## src/rtl/rtc_bus_pkg.sv

```systemverilog
// Shared state encoding, default bus timing and per-state pin decode for the
// RTC multiplexed-bus transaction engine.
package rtc_bus_pkg;

  typedef enum logic [3:0] {
    IDLE = 4'd0,
    A_SU = 4'd1,
    A_ST = 4'd2,
    A_HD = 4'd3,
    A_GP = 4'd4,
    D_SU = 4'd5,
    D_ST = 4'd6,
    D_HD = 4'd7,
    D_GP = 4'd8
  } state_t;

  localparam int DEF_T_SETUP = 2;
  localparam int DEF_T_PULSE = 10;
  localparam int DEF_T_HOLD  = 2;
  localparam int DEF_T_GAP   = 5;

  // Strobe vector order is {ad, cs, rd, wr}, all active low.
  localparam logic [3:0] STROBE_IDLE = 4'b1111;

  typedef struct packed {
    logic [3:0] strobes;
    logic       oe;
    logic [7:0] bus;
  } drive_t;

  function automatic state_t next_phase(state_t s);
    case (s)
      IDLE:    next_phase = A_SU;
      A_SU:    next_phase = A_ST;
      A_ST:    next_phase = A_HD;
      A_HD:    next_phase = A_GP;
      A_GP:    next_phase = D_SU;
      D_SU:    next_phase = D_ST;
      D_ST:    next_phase = D_HD;
      D_HD:    next_phase = D_GP;
      default: next_phase = IDLE;
    endcase
  endfunction

  // Pin values held for the whole of state s; the address phase always uses
  // wr as its strobe, the data phase uses wr or rd depending on direction.
  function automatic drive_t bus_drive(state_t s, logic we, logic [7:0] addr,
                                       logic [7:0] wdata);
    drive_t d;
    d.strobes = STROBE_IDLE;
    d.oe      = 1'b0;
    d.bus     = 8'h00;
    case (s)
      A_SU, A_HD: begin
        d.strobes = 4'b0011;
        d.oe      = 1'b1;
        d.bus     = addr;
      end
      A_ST: begin
        d.strobes = 4'b0010;
        d.oe      = 1'b1;
        d.bus     = addr;
      end
      D_SU, D_HD: begin
        d.strobes = 4'b1011;
        d.oe      = we;
        d.bus     = we ? wdata : 8'h00;
      end
      D_ST: begin
        d.strobes = we ? 4'b1010 : 4'b1001;
        d.oe      = we;
        d.bus     = we ? wdata : 8'h00;
      end
      default: ;
    endcase
    return d;
  endfunction

endpackage

```

## src/rtl/phase_timer.sv

```systemverilog
// 8-bit down counter that times one bus phase: load on state entry, then
// count down and hold at zero.
module phase_timer (
  input  logic       clk,
  input  logic       rst,
  input  logic       load,
  input  logic [7:0] value,
  output logic       zero
);

  logic [7:0] count;

  always_ff @(posedge clk) begin
    if (rst) begin
      count <= 8'd0;
    end else if (load) begin
      count <= value;
    end else if (count != 8'd0) begin
      count <= count - 8'd1;
    end
  end

  assign zero = (count == 8'd0);

endmodule

```

## src/rtl/rtc_bus_cycle.sv

```systemverilog
// Runs one timed address phase plus data phase on the RTC's multiplexed
// Intel-mode bus per accepted request, capturing read data and pulsing done.
module rtc_bus_cycle
  import rtc_bus_pkg::*;
#(
  parameter int T_SETUP = DEF_T_SETUP,
  parameter int T_PULSE = DEF_T_PULSE,
  parameter int T_HOLD  = DEF_T_HOLD,
  parameter int T_GAP   = DEF_T_GAP
) (
  input  logic       clk,
  input  logic       rst,
  input  logic       req,
  input  logic       we,
  input  logic [7:0] addr,
  input  logic [7:0] wdata,
  output logic       busy,
  output logic       done,
  output logic [7:0] rdata,
  output logic [7:0] ADout,
  output logic       oe,
  input  logic [7:0] ADin,
  output logic       ad,
  output logic       cs,
  output logic       rd,
  output logic       wr
);

  // Timer counts down to zero, so a state of N cycles loads N-1.
  localparam logic [7:0] LEN_SETUP = 8'(T_SETUP - 1);
  localparam logic [7:0] LEN_PULSE = 8'(T_PULSE - 1);
  localparam logic [7:0] LEN_HOLD  = 8'(T_HOLD - 1);
  localparam logic [7:0] LEN_GAP   = 8'(T_GAP - 1);

  function automatic logic [7:0] phase_len(state_t s);
    case (s)
      A_SU, D_SU: phase_len = LEN_SETUP;
      A_ST, D_ST: phase_len = LEN_PULSE;
      A_HD, D_HD: phase_len = LEN_HOLD;
      A_GP, D_GP: phase_len = LEN_GAP;
      default:    phase_len = 8'd0;
    endcase
  endfunction

  state_t     state, state_n;
  logic       we_l, we_n;
  logic [7:0] addr_l, addr_n, wdata_l, wdata_n;
  logic       timer_zero, timer_load;
  logic [7:0] timer_val;
  drive_t     drv_n;

  phase_timer u_timer (
    .clk   (clk),
    .rst   (rst),
    .load  (timer_load),
    .value (timer_val),
    .zero  (timer_zero)
  );

  // Pins are decoded from the next state so they change on the same edge as
  // the state register, keeping every bus output registered.
  always_comb begin
    state_n = state;
    we_n    = we_l;
    addr_n  = addr_l;
    wdata_n = wdata_l;
    if (state == IDLE) begin
      if (req) begin
        state_n = A_SU;
        we_n    = we;
        addr_n  = addr;
        wdata_n = wdata;
      end
    end else if (timer_zero) begin
      state_n = next_phase(state);
    end
    timer_load = (state_n != state);
    timer_val  = phase_len(state_n);
    drv_n      = bus_drive(state_n, we_n, addr_n, wdata_n);
  end

  always_ff @(posedge clk) begin
    if (rst) begin
      state           <= IDLE;
      we_l            <= 1'b0;
      addr_l          <= 8'h00;
      wdata_l         <= 8'h00;
      {ad, cs, rd, wr} <= STROBE_IDLE;
      oe              <= 1'b0;
      ADout           <= 8'h00;
      busy            <= 1'b0;
      done            <= 1'b0;
      rdata           <= 8'h00;
    end else begin
      state           <= state_n;
      we_l            <= we_n;
      addr_l          <= addr_n;
      wdata_l         <= wdata_n;
      {ad, cs, rd, wr} <= drv_n.strobes;
      oe              <= drv_n.oe;
      ADout           <= drv_n.bus;
      busy            <= (state_n != IDLE);
      done            <= (state == D_GP) && (state_n == IDLE);
      if ((state == D_ST) && timer_zero && !we_l) begin
        rdata <= ADin;
      end
    end
  end

endmodule

```

## config.mk

```make
export PLATFORM = sky130hd
export DESIGN_NAME = rtc_bus_cycle
export DESIGN_NICKNAME = d
export VERILOG_FILES = /design/src/rtl/rtc_bus_pkg.sv /design/src/rtl/phase_timer.sv /design/src/rtl/rtc_bus_cycle.sv
export SDC_FILE = /design/constraint.sdc
export NUM_CORES = 1
export LEC_CHECK = 0
export CORE_MARGIN = 5
export CORE_UTILIZATION = 54
export DETAILED_ROUTE_END_ITERATION = 16
export GPL_ROUTABILITY_DRIVEN = 0
export GPL_TIMING_DRIVEN = 0
export PLACE_DENSITY_LB_ADDON = 0.3
export SETUP_SLACK_MARGIN = 0.02
export SYNTH_ARGS = -nofsm -noshare
export SYNTH_HDL_FRONTEND = slang
export SYNTH_SLANG_ARGS = --single-unit
```

## constraint.sdc

```tcl
create_clock -name clk -period 3.9 [get_ports clk]
set_input_delay 0.78 -clock clk [delete_from_list [all_inputs] [get_ports clk]]
set_output_delay 0.78 -clock clk [all_outputs]
set_load 0.02 [all_outputs]
```

# Yosys cells after proc, flatten, opt, wreduce, memory -nomap -nowiden
# Memories as Yosys holds them, arrays and structs flattened. A register that Yosys moved wholly into a read port is not among the register bits.
# Cells that the tools add are included.
# op_classes
add_sub_neg	1
eq_ne	9
n_mux	16
n_reduce_logical	12
# ops
op	n
$mux W8	7
$pmux W13 S4	1
$eq A4 B3 Y1 const B	4
$mux W4	4
$eq A4 B2 Y1 const B	2
$logic_not A4 Y1	2
$logic_not A8 Y1	1
$reduce_bool A8 Y1	1
$sub A8 B1 Y8 const B	1
$eq A4 B1 Y1 const B	1
$eq A4 B4 Y1 const B	1
$ne A4 B4 Y1	1
$reduce_bool A4 Y1	1
$reduce_or A2 Y1	2
$logic_and A1 B1 Y1	3
$mux W3	1
$mux W1	2
$mux W2	1
$reduce_bool A2 Y1	1
$logic_not A1 Y1	1
# word_totals
reg_bits	52
mem_bits_ro	80
input_bits	28
out_inout_bits	23
word_cells	54
n_memories	2
# mem_list
name	depth	width	read_ports	rd_ports_with_merged_regs	write_ports	line_no	source
(no name shown)	16	3	1	0	0	rtc_bus_cycle.sv:36	case (s)
(no name shown)	8	4	1	1	0	rtc_bus_pkg.sv:32	case (s)

# Logic depth before layout (Yosys ltp)
# Gate-level depths: netlist (run 1).
# depth
depth_word	6
ltp_mapped	10
depth_no_buf	9

# By module
# From an unflattened synthesis (run 1), not the netlist that was laid out.
# hier_totals
hier_cells	272
hier_area_um2	2437.3
# by_module_without_submodules
mod	instances	cells_per_inst	area_per_inst_um2	seq_area_each_um2
rtc_bus_cycle	1	219	1961.9	960.9
phase_timer	1	53	475.5	160.2

# Worst setup path before layout (run 1)
# OpenSTA, ideal clock, no wires.
# synth_timing
kind	register to register
from	register u_timer.count[0]
to	register (tool-made name)
setup_ns	0.087
arrival_time_ns	2.177
required_time_ns	3.813
path_slack_ns	1.636
stages_incl_launch_ff	10
path_buffers	1
period_less_slack_ns	2.264
cell_sequence	dfxtp_1 > inv_1 > ha_1 > nor3b_1 > nand2_2 > buf_2 > a221oi_2 > nor2_1 > ha_1 > o31ai_1
# synth_lines
element	line_no	source
from (decl)	phase_timer.sv:11	logic [7:0] count;
from (signal assigned)	phase_timer.sv:17	count <= value;
from (signal assigned)	phase_timer.sv:19	count <= count - 8'd1;

==> impl_metrics.py, run 1 <==
metrics = {
    "routing": {
        "vias_per_cell": 5.484,
        "post_drt_wl_per_cell_um": 15.48,
        "drtIter0Drc": 141,
        "wl_um": 5432,
        "drc_errors": 0,
        "firstDrtPassIters": 4,
        "ant_nets": 0,
        "vias": 1925,
    },
    "clock_network": {
        "cts_resized": 0,
        "clk_path_buf_depth": 2,
        "clock_latency_ps": 310,
        "clk_pin_slew_ps": 100,
        "clkSinkCount": 56,
        "htree_levels": 2,
        "tritoncts": "built",
        "cts-hold-fix-buffers": 0,
        "post_cts_buffers": 0,
        "numCtsBuffers": 5,
        "root_buffer": "clkbuf_8",
    },
    "setup_path": {
        "setup.worst_path.end_class": "flop",
        "crit_fanout": 10,
        "ff2ff_path_depth": 9,
        "cp.required_ps": 4130,
        "cp_cell_sequence": "inv_1 > ha_1 > nor3b_1 > nand2_2 > buf_2 > a221oi_2 > nor2_1 > ha_1 > o31ai_1",
        "rrSetupSlack_ps": 1160,
        "cp-start-kind": "flop",
        "crit_path_frequent_cell": "ha_1",
        "critPathSlowestCell": "nor3b_1",
        "arrival_ps": 2970,
        "crit_path_max_incr_delay_ps": 490,
        "r2r-start": "u_timer.count[0]",
        "critPathKind": "flop to flop",
    },
    "pwr": {
        "clockPowerShare_pct": 16.3,
        "power.leakage_nw": 1.160,
        "p_int_w": 0.001160,
        "vdd_drop_max_mv": 0.2940,
        "p_switching_w": 0.0006993,
        "p_sw_share_pct": 37.61,
        "p_per_area_nw_per_um2": 615.7,
        "power_frac_seq_pct": 40.1,
        "comb_power_share_pct": 43.6,
    },
    "yosys": {
        "syn-num-nets": 274,
        "synth_commonest_cells": "56 x dfxtp_1, 44 x nor2_1, 26 x mux2i_1",
        "yosys_warnings": 0,
        "syn_area_um2": 2374,
        "synth_top_cell_by_area": "dfxtp_1",
        "async_reset_ff_share_pct": 0,
        "yosysSeqAreaShare_pct": 47.23,
        "synth-edff-count": 0,
        "synth.most_common_cell": "dfxtp_1",
        "synth_cell_types": 49,
        "ys_ff_latch": 56,
        "synth_flop_cell": "dfxtp_1",
        "synth_top_area_share_pct": 47.23,
        "synth_area_leaders": "dfxtp_1 47%, mux2i_1 11%, nor2_1 7.0%",
        "synth_area_per_cell_um2": 9.808,
        "syn_inst": 242,
    },
    "worst_hold_path": {
        "min_path_type": "flop to flop",
        "whs_endpoint": "addr_l[7]",
        "whs_path_depth": 2,
        "min_from": "addr_l[7]",
    },
    "place": {
        "dpl.cell_count": 344,
        "hpwl_um": 4044,
        "io_buffer_count": 50,
    },
    "grt": {
        "grtUsageTotal_pct": 18.56,
        "grt_first_pass_wirelength_um": 9011,
        "antenna_found_initial": 0,
        "gr-total-overflow": 0,
        "grt_pass1_vias": 1889,
        "grt_max_degree": 17,
    },
    "sta": {
        "drv_slew": 0,
        "finalCritPeriodShare_pct": 70.28,
        "skew_ps": 8.202,
        "hold_viol_final": 0,
        "worst_pin_slew_ps": 732.9,
        "rsz0062_at_grt": "no",
        "tns_ps": 0,
        "period_needed_ps": 2741,
        "fmax_ghz": 0.3649,
        "setup_viol": 0,
        "max_slew_margin_pct": 50.77,
    },
    "final_layout": {
        "fillers": 332,
        "finish.net_count": 331,
        "instances_no_fill": 351,
        "drive_above_1_share_pct": 9.030,
        "area_delta_synth_final_pct": 27.25,
        "diodes": 0,
    },
    "die": {
        "die_h_um": 76.30,
        "std_cell_rows": 24,
        "die-area_um2": 5821,
        "start_util_pct": 55.27,
        "io_pins": 51,
        "die_x_um": 76.30,
        "core_region_area_um2": 4294,
    },
    "run_status": {
        "run_status": "complete, no violations",
    },
    "run": {
        "cap_violations": 0,
    },
}
-- layer usage --
| metal | global-route usage (%) | vias to the layer above | part of all wire, % |
|---|---|---|---|
| li1 | - | 957 | - |
| met2 | 32.02 | 63 | 50 |
| met1 | 22.85 | 898 | 43 |
| met3 | 4.728 | 7 | 6.1 |
| met5 | 0 | - | 0 |
| met4 | 4.895 | 0 | 1.1 |
-- power groups by stage --
stage               Sequential, W  Combinational [W]  Clock (W)
floorplan                0.000792           0.000538          0
global placement         0.000753           0.000789          0
detailed placement       0.000759           0.000806          0
CTS                      0.000746           0.000809   0.000309
global route             0.000759           0.000882   0.000332
finish                   0.000746           0.000811   0.000303
-- sequential cells by signal, indices dropped and copies added, names as in the netlist, named ones only --
name and flops:
done 1, cs 1, busy 1, u_timer.count 8, rdata 8, rd 1, wdata_l 8, state 4
addr_l 8, ad 1, ADout 8, wr 1, we_l 1, oe 1
-- metrics by stage --
step	hold WS, ps	util [%]	setup WS (ps)	total power, W	area (um^2)
after floorplan	450.4	-	1636	0.001330	2374
after global placement	468.8	68.44	1183	0.001542	2939
after detailed placement	478.3	68.44	1137	0.001565	2939
after CTS	502.0	70.34	1165	0.001864	3020
after global routing	522.5	70.34	956.7	0.001972	3020
final	497.3	70.34	1159	0.001860	3020
-- cells in the final DEF (no fill, tap or decap), types with 4 or more instances in the layout --
master           synthesis  routed
dfxtp_1                 56      56
clkbuf_8                 0       5
o21a_1                   7       7
clkdlybuf4s50_1          0      50
ha_1                     4       4
o21ai_0                  6       6
nor2_1                  44      44
xor2_1                   4       4
mux2i_1                 26      26
a21oi_1                  5       5
inv_1                    8       8
clkbuf_1                 6       7
nand4_1                  4       4
nor2b_1                  4       4
nor3_1                  11      11
buf_2                    4       4
nand3_1                  5       5
-- how the worst max path moves through the flow --
stage                           startpoint       end  slack (ps)  cells past startpoint
after floorplan           u_timer.count[0]      flop        1640                      9
after global placement                 req  ADout[1]        1180                      7
after detailed placement               req  ADout[1]        1140                      7
after CTS                 u_timer.count[0]      flop        1170                      9
after global routing      u_timer.count[0]      flop         960                      9
final                     u_timer.count[0]      flop        1160                      9
-- worst max-delay path, delay by kind of cell (launching register included) --
family,cells,cell delay [ps]
and+or+nand+nor,3,880
AOI/OAI and AO/OA,2,680
DFF,1,350
adders and majority gates,2,410
buffers and inverters,2,350
-- cell families (layout without fill, tap and decap cells) --
logic type	count (synthesis)	after routing	synth area share (%)
AO/OA/AOI/OAI	34	34	10.54
multiplexers	28	28	11.91
adder cells (fa/ha/maj)	4	4	2.109
flip-flops	56	56	47.23
buffers and inverters	21	78	4.006
AND/OR/NAND/NOR	93	93	21.98
XOR/XNOR	6	6	2.214
-- area by class of cell --
class | count | area (um^2) | area share, %
tap | 52 | 65.06 | 2.154
clock buffer | 6 | 72.57 | 2.403
clock inverter | 1 | 8.758 | 0.2900
inverter | 8 | 30.03 | 0.9942
sequential | 56 | 1121 | 37.12
buffer | 13 | 65.06 | 2.154
timing repair buffer | 50 | 500.5 | 16.57
multi-input combinational | 165 | 1157 | 38.32
Power figures use the tool's default switching activity.
==> inputs of run 2 (changes only) <==
--- a/config.mk
+++ b/config.mk
@@ -6,7 +6,7 @@
 export NUM_CORES = 1
 export LEC_CHECK = 0
 export CORE_MARGIN = 5
-export CORE_UTILIZATION = 54
+export CORE_UTILIZATION = 50
 export DETAILED_ROUTE_END_ITERATION = 16
 export GPL_ROUTABILITY_DRIVEN = 0
 export GPL_TIMING_DRIVEN = 0
==> constraint.sdc (replaced) <==
create_clock -name clk -period 2.65 [get_ports clk]
set_input_delay 0.53 -clock clk [delete_from_list [all_inputs] [get_ports clk]]
set_output_delay 0.53 -clock clk [all_outputs]
set_load 0.02 [all_outputs]
==> run 2 against run 1 <==
Register-to-register slack got worse by 950 ps; non-clock buffer count is the same; cell count increased by 0.85%; sequential share of layout area is 0.40 points lower; hold slack lost 1.9 ps; maximum frequency is 12% higher; global-route usage is 0.72 points lower; routed wire length fell by 2.1%; utilization is 4.8 points lower; clock power up 53%; sequential power increased by 47%; combinational power is 49% higher.
==> impl_metrics.py, run 2 (synthesized netlist as in run 1, its figures left out) <==
metrics = {
    "setup_path": {
        "setup.worst_path.end_class": "flop",
        "arrival_ps": 2660,
        "r2r-start": "state[0]",
        "crit_start": "state[0]",
        "crit_fanout": 10,
        "cp-start-kind": "flop",
        "cp.required_ps": 2860,
        "critPathKind": "flop to flop",
    },
    "pwr": {
        "p_per_area_nw_per_um2": 910.3,
        "power.leakage_nw": 1.166,
        "vdd_drop_max_mv": 0.3650,
    },
    "routing": {
        "drc_errors": 0,
        "wl_um": 5317,
        "post_drt_wl_per_cell_um": 15.02,
        "ant_nets": 0,
        "vias_per_cell": 5.435,
        "vias": 1924,
        "drtIter0Drc": 168,
        "firstDrtPassIters": 5,
    },
    "sta": {
        "drv_slew": 0,
        "hold_viol_final": 0,
        "max_slew_margin_pct": 50.31,
        "rsz0062_at_grt": "no",
        "period_needed_ps": 2441,
        "setup_viol": 0,
        "hold_slack_ps": 495.4,
        "worst_pin_slew_ps": 739.8,
        "setup_slack_ps": 209.1,
        "finalCritPeriodShare_pct": 92.11,
        "fmax_ghz": 0.4097,
        "skew_ps": 5.416,
    },
    "grt": {
        "grt_first_pass_wirelength_um": 8804,
        "gr-total-overflow": 0,
        "grt_max_degree": 18,
        "antenna_found_initial": 0,
        "grt_pass1_vias": 1881,
        "grtUsageTotal_pct": 17.84,
    },
    "final_layout": {
        "diodes": 0,
        "area_delta_synth_final_pct": 28.62,
        "multi_input_area_um2": 1180,
        "fillers": 369,
        "final_common_cell": "dfxtp_1",
        "final_cell_mix": "56 x dfxtp_1, 50 x clkdlybuf4s50_1, 44 x nor2_1",
        "finish.net_count": 331,
        "register_area_um2": 1121,
        "finalInstanceArea_um2": 3053,
        "drive_above_1_share_pct": 9.667,
        "utilization_pct": 65.50,
        "instances_no_fill": 354,
    },
    "place": {
        "dpl.cell_count": 346,
        "placed_area_um2": 2942,
        "hpwl_um": 3882,
        "post-place-ws_ps": -73.64,
        "io_buffer_count": 50,
    },
    "clock_network": {
        "numCtsBuffers": 5,
        "root_buffer": "clkbuf_8",
        "clkSinkCount": 56,
        "clock_latency_ps": 310,
        "htree_levels": 2,
        "clk_path_buf_depth": 2,
        "post_cts_buffers": 0,
        "clk_pin_slew_ps": 100,
        "tritoncts": "built",
    },
    "die": {
        "start_util_pct": 50.93,
        "die_x_um": 78.90,
        "die_h_um": 78.90,
        "io_pins": 51,
        "core_region_area_um2": 4661,
        "die-area_um2": 6225,
        "std_cell_rows": 25,
    },
    "worst_hold_path": {
        "min_path_type": "flop to flop",
        "min_from": "wdata_l[4]",
    },
    "run": {
        "cap_violations": 0,
    },
    "run_status": {
        "run_status": "complete, no violations",
    },
}
## run 2: changes by cell type in the layout (fill, tap and decap cells not counted)
cell,change
nor3b_4,+1
a221oi_2,-1
clkinv_4,+1
clkinvlp_4,+1
a221oi_4,+1
inv_6,-1
nor3b_1,-1
## run 2: through the flow
stage               total power (W)  setup TNS [ps]
floorplan                  0.001958               0
global placement           0.002266          -29.92
detailed placement         0.002288          -73.64
CTS                        0.002751               0
global route               0.002964               0
finish                     0.002779               0
## run 2: final timing paths
path	to	slack (ps)	depth (start not counted)
worst max-delay path	ADout[3]	210	8
worst min-delay path	wdata_l[4]	500	2
worst max register to register	ADout[3]	210	8
worst min register to register	wdata_l[4]	500	2
## run 2: worst max-delay path, stage by stage (launching register included)
cell	delay [ps]
dfxtp_1	310
buf_4	170
or3_4	430
nor3b_2	180
buf_4	240
mux2i_1	290
clkbuf_1	410
nor3_1	110
o21a_1	190
## run 2: cell type report
type | count | area share [%]
Clock buffer | 6 | 2.377
Sequential cell | 56 | 36.72
Multi-Input combinational cell | 165 | 38.65
Buffer | 13 | 2.131
Clock inverter | 2 | 0.5328
Inverter | 8 | 0.9836
Tap cell | 54 | 2.213
Timing Repair Buffer | 50 | 16.39
## run 2: routing by layer
layer | GRT usage [%] | vias up | share of wire (%)
met4 | 5.670 | 0 | 1.4
li1 | - | 963 | -
met2 | 29.20 | 49 | 48
met3 | 4.875 | 10 | 4.6
met1 | 22.89 | 902 | 46
met5 | 0 | - | 0
## run 2: timing repair
action / CTS / global route
setup endpoints to repair: 1 / 2
pin swaps: 0 / 0
hold buffers: 0 / 0
resized for setup: 1 / 2
## run 2: report_power, final
| group | total, W | internal (W) | switching (W) |
|---|---|---|---|
| Sequential | 0.00110 | 0.000995 | 0.000110 |
| Combinational | 0.00121 | 0.000549 | 0.000661 |
| Clock | 0.000464 | 0.000189 | 0.000276 |
| Total | 0.00278 | 0.00173 | 0.00105 |
